===== config.mk =====
export PLATFORM = sky130hd
export DESIGN_NAME = pulse_arbiter
export DESIGN_NICKNAME = d
export VERILOG_FILES = /design/src/rtl/pulse_arb_pkg.sv /design/src/rtl/rr_pick.sv /design/src/rtl/pulse_arbiter.sv
export SDC_FILE = /design/constraint.sdc
export NUM_CORES = 1
export LEC_CHECK = 0
export BUFFER_PORTS_ARGS = -buffer_cell sky130_fd_sc_hd__buf_4
export CAP_MARGIN = 25
export CORE_MARGIN = 2
export CORE_UTILIZATION = 55
export CTS_CLUSTER_DIAMETER = 150
export DETAILED_ROUTE_END_ITERATION = 10
export GPL_ROUTABILITY_DRIVEN = 0
export PLACE_DENSITY = 0.77
export REMOVE_ABC_BUFFERS = 1
export SLEW_MARGIN = 20
export SYNTH_ARGS = -nofsm -noshare
export SYNTH_HDL_FRONTEND = slang
export SYNTH_HIERARCHICAL = 1
export SYNTH_SLANG_ARGS = --single-unit

===== constraint.sdc =====
create_clock -name clk -period 2.5 [get_ports clk]
set_clock_uncertainty 0.05 [all_clocks]
set_input_delay 0.125 -clock clk [delete_from_list [all_inputs] [get_ports clk]]
set_output_delay 0.125 -clock clk [all_outputs]
set_load 0.01 [all_outputs]

===== src/rtl/pulse_arb_pkg.sv =====
// Shared FSM state type, counter width and default timing for the pulse arbiter.
package pulse_arb_pkg;

  typedef enum logic [1:0] {
    IDLE    = 2'd0,
    STRETCH = 2'd1,
    GAP     = 2'd2
  } arb_state_t;

  localparam int CNT_W               = 8;
  localparam int DEFAULT_STRETCH_LEN = 15;
  localparam int DEFAULT_GAP_LEN     = 15;

  // Counters run down to zero, so a phase of len cycles starts from len-1.
  function automatic logic [CNT_W-1:0] len_to_load(input int len);
    return CNT_W'(len - 1);
  endfunction

endpackage


===== src/rtl/rr_pick.sv =====
// Combinational round-robin picker: first set request at or after last+1 (wrapping).
module rr_pick #(
  parameter int NUM_SRC = 4,
  parameter int IDX_W   = $clog2(NUM_SRC)
) (
  input  logic [NUM_SRC-1:0] req,
  input  logic [IDX_W-1:0]   last,
  output logic [IDX_W-1:0]   grant,
  output logic               valid
);

  logic [IDX_W-1:0] idx;

  // Walk from the farthest candidate back to the nearest so the nearest one wins.
  always_comb begin
    grant = '0;
    valid = 1'b0;
    idx   = '0;
    for (int i = NUM_SRC; i >= 1; i--) begin
      idx = IDX_W'((int'(last) + i) % NUM_SRC);
      if (req[idx]) begin
        grant = idx;
        valid = 1'b1;
      end
    end
  end

endmodule


===== src/rtl/pulse_arbiter.sv =====
// Captures single-cycle event strobes and replays them one at a time as stretched pulses
// for a slower domain. Define PULSE_ARB_OVERRUN_EN to add sticky per-source overrun flags.
module pulse_arbiter
  import pulse_arb_pkg::*;
#(
  parameter int NUM_SRC     = 4,
  parameter int STRETCH_LEN = DEFAULT_STRETCH_LEN,
  parameter int GAP_LEN     = DEFAULT_GAP_LEN
) (
  input  logic                       clk,
  input  logic                       rst_n,
  input  logic [NUM_SRC-1:0]         pulse_i,
  output logic                       wpulse_o,
  output logic [$clog2(NUM_SRC)-1:0] chan_o,
  output logic [NUM_SRC-1:0]         pending_o,
  output logic                       busy_o
`ifdef PULSE_ARB_OVERRUN_EN
  ,
  output logic [NUM_SRC-1:0]         overrun_o
`endif
);

  localparam int IDX_W = $clog2(NUM_SRC);

  arb_state_t         state_q, state_d;
  logic [CNT_W-1:0]   cnt_q, cnt_d;
  logic [NUM_SRC-1:0] pending_q, pending_d;
  logic [IDX_W-1:0]   last_q, last_d;
  logic [IDX_W-1:0]   chan_q;
  logic               wpulse_q;
  logic [IDX_W-1:0]   pick_idx;
  logic               pick_valid;
  logic               grant_en;
  logic [NUM_SRC-1:0] grant_mask;

  rr_pick #(
    .NUM_SRC (NUM_SRC),
    .IDX_W   (IDX_W)
  ) u_rr_pick (
    .req   (pending_q),
    .last  (last_q),
    .grant (pick_idx),
    .valid (pick_valid)
  );

  // Grants happen only from IDLE or at the last GAP cycle, so chained events stay one
  // full stretch-plus-gap period apart.
  always_comb begin
    state_d  = state_q;
    cnt_d    = cnt_q;
    last_d   = last_q;
    grant_en = 1'b0;
    case (state_q)
      IDLE: begin
        if (pick_valid) grant_en = 1'b1;
      end
      STRETCH: begin
        if (cnt_q == '0) begin
          state_d = GAP;
          cnt_d   = len_to_load(GAP_LEN);
        end else begin
          cnt_d = cnt_q - CNT_W'(1);
        end
      end
      GAP: begin
        if (cnt_q == '0) begin
          if (pick_valid) grant_en = 1'b1;
          else            state_d  = IDLE;
        end else begin
          cnt_d = cnt_q - CNT_W'(1);
        end
      end
      default: begin
        state_d = IDLE;
        cnt_d   = '0;
      end
    endcase

    grant_mask = '0;
    if (grant_en) begin
      state_d              = STRETCH;
      cnt_d                = len_to_load(STRETCH_LEN);
      last_d               = pick_idx;
      grant_mask[pick_idx] = 1'b1;
    end

    // A strobe on the granting edge re-arms the bit, so that event is served later.
    pending_d = (pending_q & ~grant_mask) | pulse_i;
  end

  always_ff @(posedge clk) begin
    if (!rst_n) begin
      state_q   <= IDLE;
      cnt_q     <= '0;
      pending_q <= '0;
      last_q    <= IDX_W'(NUM_SRC - 1);
      wpulse_q  <= 1'b0;
      chan_q    <= '0;
    end else begin
      state_q   <= state_d;
      cnt_q     <= cnt_d;
      pending_q <= pending_d;
      last_q    <= last_d;
      wpulse_q  <= (state_d == STRETCH);
      chan_q    <= (state_d == STRETCH) ? last_d : '0;
    end
  end

`ifdef PULSE_ARB_OVERRUN_EN
  logic [NUM_SRC-1:0] overrun_q;

  // A repeat strobe on an already-pending source (other than on its grant edge) is lost.
  always_ff @(posedge clk) begin
    if (!rst_n) overrun_q <= '0;
    else        overrun_q <= overrun_q | (pulse_i & pending_q & ~grant_mask);
  end

  assign overrun_o = overrun_q;
`endif

  assign wpulse_o  = wpulse_q;
  assign chan_o    = chan_q;
  assign pending_o = pending_q;
  assign busy_o    = (state_q != IDLE);

endmodule


==> metrics.yaml, run 1 <==
routing:
  drt_first_iter_violations: 28
  wl_per_cell_um: 13.87
  drt_wl_total_mm: 2.274
  num_vias: 983
  antenna_left: 0
  vias_per_cell: 5.994
  drt_pass1_iterations: 4
  drc: 0
finish:
  nNetsFinal: 151
  diodes: 0
  final_cells: 164
  area_delta_synth_final_pct: 15.06
  final_layout_size_suffix_gt1_share_pct: 20.86
setup_path:
  cp-start-kind: "register"
  crit_buf_inv: 1
  cp-end-kind: "register"
  path_delay_family: "simple AND/OR/NAND/NOR gates"
  critPathSlowestCell: "nor4b_1"
  path_cells: "inv_1 > ha_1 > nor4b_1 > nand3_1 > a221oi_1 > nor3_1 > a41o_2"
  worstSetupPathType: "register to register"
  crit_arrival_ps: 2390
  critPathMaxFanout: 5
  slowest_delay_ps: 440
  required_ps: 2650
logic_synthesis:
  synth_ff_type: "dfxtp_1"
  synth_seq_cells: 19
  ys_warn_count: 6
  synth.distinct_cells: 41
  yosysTopAreaCell: "dfxtp_1"
  synth_top_area_share_pct: 36.06
  synth.most_common_cell: "dfxtp_1"
  synth_common_cells: "dfxtp_1 (19), nor2_1 (13), a21oi_1 (9), o21ai_0 (9), inv_1 (8)"
  synth_enable_flop_cells: 0
  netlist_area_mm2: 0.001055
  synthArstFlopShare_pct: 0
  yosysSeqAreaShare_pct: 36.06
  synthCells: 122
  synthTopCellsByArea: "dfxtp_1 (36%), ha_1 (5.9%), nor2_1 (4.6%)"
  postSynthAreaPerCell_um2: 8.646
timing:
  fin_crit_sh_pct: 89.52
  hold_viol_final: 0
  worstMarginPinSlew_ps: 490.6
  worst_hold_slack_ps: 32.05
  fmax_ghz: 0.4468
  slew-limit-headroom_pct: 66.83
  rsz0062_at_grt: "no"
  period_needed_ps: 2238
  final.setup.tns_ps: 0
  setup_viol: 0
  slew_violations: 0
run_status:
  status: "completed"
clock_tree:
  clk_pin_slew_ps: 110
  clock_sinks: 19
  cts_resized: 0
  cts_max_level: 1
  cts_tree: "done"
  root_buffer: "clkbuf_4"
  cts_made_buffers: 3
  clockBufferDepth: 2
  clock_latency_ps: 290
  cts_setup_buffers: 0
  ctsHoldBuffers: 0
global_route:
  antenna_found_initial: 0
  grt_max_degree: 18
  grt_overflow: 0
  grt_pass1_wl_mm: 3.505
  grt.total_usage_pct: 22.25
  grt_pass1_vias: 803
placed_design:
  dp_cells: 160
  port_buffers: 13
  hpwl_mm: 1.723
floorplan:
  rows: 15
  coreArea_mm2: 0.001764
  dieArea_mm2: 0.002284
  die_width_um: 47.79
  ios: 14
  die_h_um: 47.79
  initial_core_util_pct: 59.79
power_and_ir_drop:
  power.density_mw_per_mm2: 776.9
  p_leak_nw: 0.5130
  ir_worst_vdd_mv: 0.5446
  power.total_w: 0.0009429
worst_hold_path:
  hold_class: "input port to register"
job:
  drv_cap: 0
-- per-layer routing --
| metal | routed length [um] | GRT usage, % |
|---|---|---|
| met2 | 1085 | 34.40 |
| met1 | 1056 | 29.95 |
| met4 | 21 | 9.730 |
| met5 | 0 | 0 |
| met3 | 111 | 4.528 |
-- logic make-up (layout without fill, tap and decap cells) --
logic type | count (synthesis) | count (layout) | synth area share (%)
simple gates | 47 | 47 | 25.63
compound gates | 35 | 35 | 23.25
flops | 19 | 19 | 36.06
buf+inv | 9 | 26 | 3.203
xor+xnor | 6 | 6 | 4.982
fa+ha+maj | 5 | 5 | 5.931
mux | 1 | 1 | 0.9490
-- layout by cell type, fill, tap and decap left out, types with 4 or more instances in the layout --
master   synthesis  routed
dfxtp_1         19      19
buf_4            0      14
nor2_1          13      13
o21ai_0          9       9
a21oi_1          9       9
inv_1            8       8
nor3_1           5       5
nand2_1          5       5
ha_1             5       5
a31oi_1          4       4
xnor2_1          4       4
-- final timing paths --
kind,startpoint,to,slack (ps),cells after the start
worst max-delay path,cnt_q[0],chan_o[1],260,7
worst min-delay path,rst_n,last_q[0],30,2
worst max register to register,cnt_q[0],chan_o[1],260,7
worst min register to register,cnt_q[7],cnt_q[7],510,2
-- cell type report --
| class | instances | area, um^2 |
|---|---|---|
| fillers | 150 | 550.5 |
| clock buffers | 4 | 26.28 |
| flip-flops and latches | 19 | 380.4 |
| inverters | 8 | 30.03 |
| well taps | 25 | 31.28 |
| multi-input cells | 94 | 640.6 |
| repair buffers | 14 | 105.1 |
-- stage by stage --
step	setup WS, ps	utilization [%]	instance area (um^2)
final	262.0	68.79	1214
after global routing	122.6	68.79	1214
after CTS	276.5	68.79	1214
after detailed placement	282.7	67.31	1187
after global placement	359.3	67.31	1187
after floorplan	463.6	-	1051
-- report_power, final --
group	switching (W)	total, W	internal [W]	leakage (nW)
Combinational	0.000209	0.000388	0.000180	0.341
Sequential	0.0000515	0.000399	0.000348	0.157
Clock	0.0000931	0.000155	0.0000620	0.0150
-- state kept, by name (all words and copies together), names as in the netlist --
| register | cells |
|---|---|
| cnt_q | 8 |
| last_q | 2 |
| state_q | 2 |
| chan_o | 2 |
| wpulse_o | 1 |
| pending_o | 4 |
Note: power is estimated with default switching activity, not from simulation.
==> run 2, diff against run 1 <==
--- a/config.mk
+++ b/config.mk
@@ -7,12 +7,14 @@
 export LEC_CHECK = 0
 export BUFFER_PORTS_ARGS = -buffer_cell sky130_fd_sc_hd__buf_4
 export CAP_MARGIN = 25
+export CELL_PAD_IN_SITES_DETAIL_PLACEMENT = 1
+export CELL_PAD_IN_SITES_GLOBAL_PLACEMENT = 1
 export CORE_MARGIN = 2
-export CORE_UTILIZATION = 55
+export CORE_UTILIZATION = 42
 export CTS_CLUSTER_DIAMETER = 150
 export DETAILED_ROUTE_END_ITERATION = 10
 export GPL_ROUTABILITY_DRIVEN = 0
-export PLACE_DENSITY = 0.77
+export PLACE_DENSITY_LB_ADDON = 0.1
 export REMOVE_ABC_BUFFERS = 1
 export SLEW_MARGIN = 20
 export SYNTH_ARGS = -nofsm -noshare
==> run 2 against run 1 <==
Compared with the run above: hold slack improved by 2.2 ps; non-clock buffer count did not move; sequential power barely moved; setup slack got worse by 44 ps; fmax fell by 1.9%; count of clock-buffer cells in the layout did not move; largest cell class unchanged; register-to-register slack got worse by 40 ps; sequential cell count did not move; final cell count rose by 3.0%; combinational power rose by 2%.
==> metrics.yaml, run 2 (synthesized netlist as in run 1, its figures left out) <==
floorplan:
  ios: 14  # unchanged
  initial_core_util_pct: 43.36  # -16 points
  dieArea_mm2: 0.002928  # +28%
  die_h_um: 54.12  # +13%
  die_width_um: 54.12  # +13%
  rows: 18  # +3
  coreArea_mm2: 0.002432  # +38%
worst_hold_path:
  hp-start: "pulse_i[1]"
  hold_class: "input port to register"
  hold_path_depth: 3  # +1
routing:
  num_vias: 953  # -3.1%
  drt_first_iter_violations: 5  # -82%
  vias_per_cell: 5.639  # -5.9%
  drc: 0  # unchanged
  drt_pass1_iterations: 4  # unchanged
  antenna_left: 0  # unchanged
  wl_per_cell_um: 15.47  # +12%
  drt_wl_total_mm: 2.615  # +15%
setup_path:
  cp-start-kind: "register"
  rr_startpoint: "cnt_q[0]"
  required_ps: 2650  # about the same
  worst-r2r-cell-count: 7  # unchanged
  crit_arrival_ps: 2430  # +40 ps
  worstSetupPathType: "register to register"
  crit_path_start: "cnt_q[0]"
  cp-end-kind: "register"
  critPathMaxFanout: 9  # +4
clock_tree:
  root_buffer: "clkbuf_4"
  cts_max_level: 1  # unchanged
  ctsHoldBuffers: 0  # unchanged
  clk_pin_slew_ps: 110  # about the same
  clockBufferDepth: 2  # unchanged
  clock_sinks: 19  # unchanged
  cts_resized: 0  # unchanged
  cts_made_buffers: 3  # unchanged
  clock_latency_ps: 310  # +20 ps
  cts_tree: "done"
  cts_setup_buffers: 0  # unchanged
placed_design:
  place_area_mm2: 0.001194  # +0.53%
  port_buffers: 13  # unchanged
  hpwl_mm: 2.030  # +18%
finish:
  diodes: 0  # unchanged
  largest_reg_flops: 8  # unchanged
  final_layout_size_suffix_gt1_share_pct: 20.86  # unchanged
  fillers: 309  # +110%
  nNetsFinal: 151  # unchanged
  area_delta_synth_final_pct: 15.66
  post-route-util_pct: 50.15  # -19 points
  final_area_mm2: 0.001220  # +0.52%
  max_flop_register: "cnt_q"
  final_cell_mix: "dfxtp_1 (19), buf_4 (14), nor2_1 (13)"
  final_common_cell: "dfxtp_1"
timing:
  hold_viol_final: 0  # unchanged
  period_needed_ps: 2282  # +43.70 ps
  setup_viol: 0  # unchanged
  rsz0062_at_grt: "no"
  final.setup.tns_ps: 0  # unchanged
  fin_crit_sh_pct: 91.27  # +1.7 points
  slew-limit-headroom_pct: 62.18  # -4.6 points
  slew_violations: 0  # unchanged
  fmax_ghz: 0.4383  # -1.9%
  worstMarginPinSlew_ps: 564.6  # +73.98 ps
global_route:
  grt_pass1_wl_mm: 4.312  # +23%
  antenna_found_initial: 0  # unchanged
  grt_pass1_vias: 956  # +19%
  grt_overflow: 0  # unchanged
  grt_max_degree: 18  # unchanged
  grt.total_usage_pct: 21.02  # -1.2 points
power_and_ir_drop:
  power.density_mw_per_mm2: 784.4  # +0.97%
  p_leak_nw: 0.5130  # unchanged
  power.total_w: 0.0009569  # +1.5%
  ir_worst_vdd_mv: 0.3722  # -32%
job:
  drv_cap: 0  # unchanged
run_status:
  status: "completed"
## run 2: cell counts in the layout (fill, tap and decap cells not counted)
Identical to the previous run, type by type.
## run 2: layer usage
layer	vias to the layer above	part of all wire, %	GRT usage (%)
met4	0	2.2	12.92
met2	12	49	32.32
met3	5	2.4	2.778
met1	459	47	27.70
li1	477	-	-
met5	-	0	0
## run 2: where the power goes
group          internal [W]  switching, W
combinational      0.000180      0.000214
sequential         0.000348     0.0000539
clock             0.0000623     0.0000983
total              0.000590      0.000366
## run 2: final cells by class
class	count	area (um^2)	share of cell area [%]
multi-input cells	94	640.6	52.51
well taps	30	37.54	3.077
flip-flops and latches	19	380.4	31.18
clock buffers	4	26.28	2.154
inverters	8	30.03	2.462
repair buffers	14	105.1	8.615
## run 2: final timing paths
| check | to | slack [ps] |
|---|---|---|
| setup / recovery | chan_o[0] | 220 |
| hold / removal | pending_o[1] | 30 |
| setup reg to reg | chan_o[0] | 220 |
| hold reg to reg | cnt_q[6] | 530 |
## run 2: metrics by stage
step           hold slack (ps)  cells  worst slack [ps]
6_report                 34.22    169             218.3
5_1_grt                  21.15    169             21.57
2_1_floorplan            136.9    121             463.6
3_5_place_dp             345.8    165             237.8
3_3_place_gp             342.1    165             302.2
4_1_cts                  24.07    169             201.2
## run 2: worst max-delay path: stages (launching register included)
cell,delay [ps]
dfxtp_1,360
inv_1,80
ha_1,220
or4b_4,520
o31ai_4,440
nand2_4,120
and3_1,200
a22o_1,180
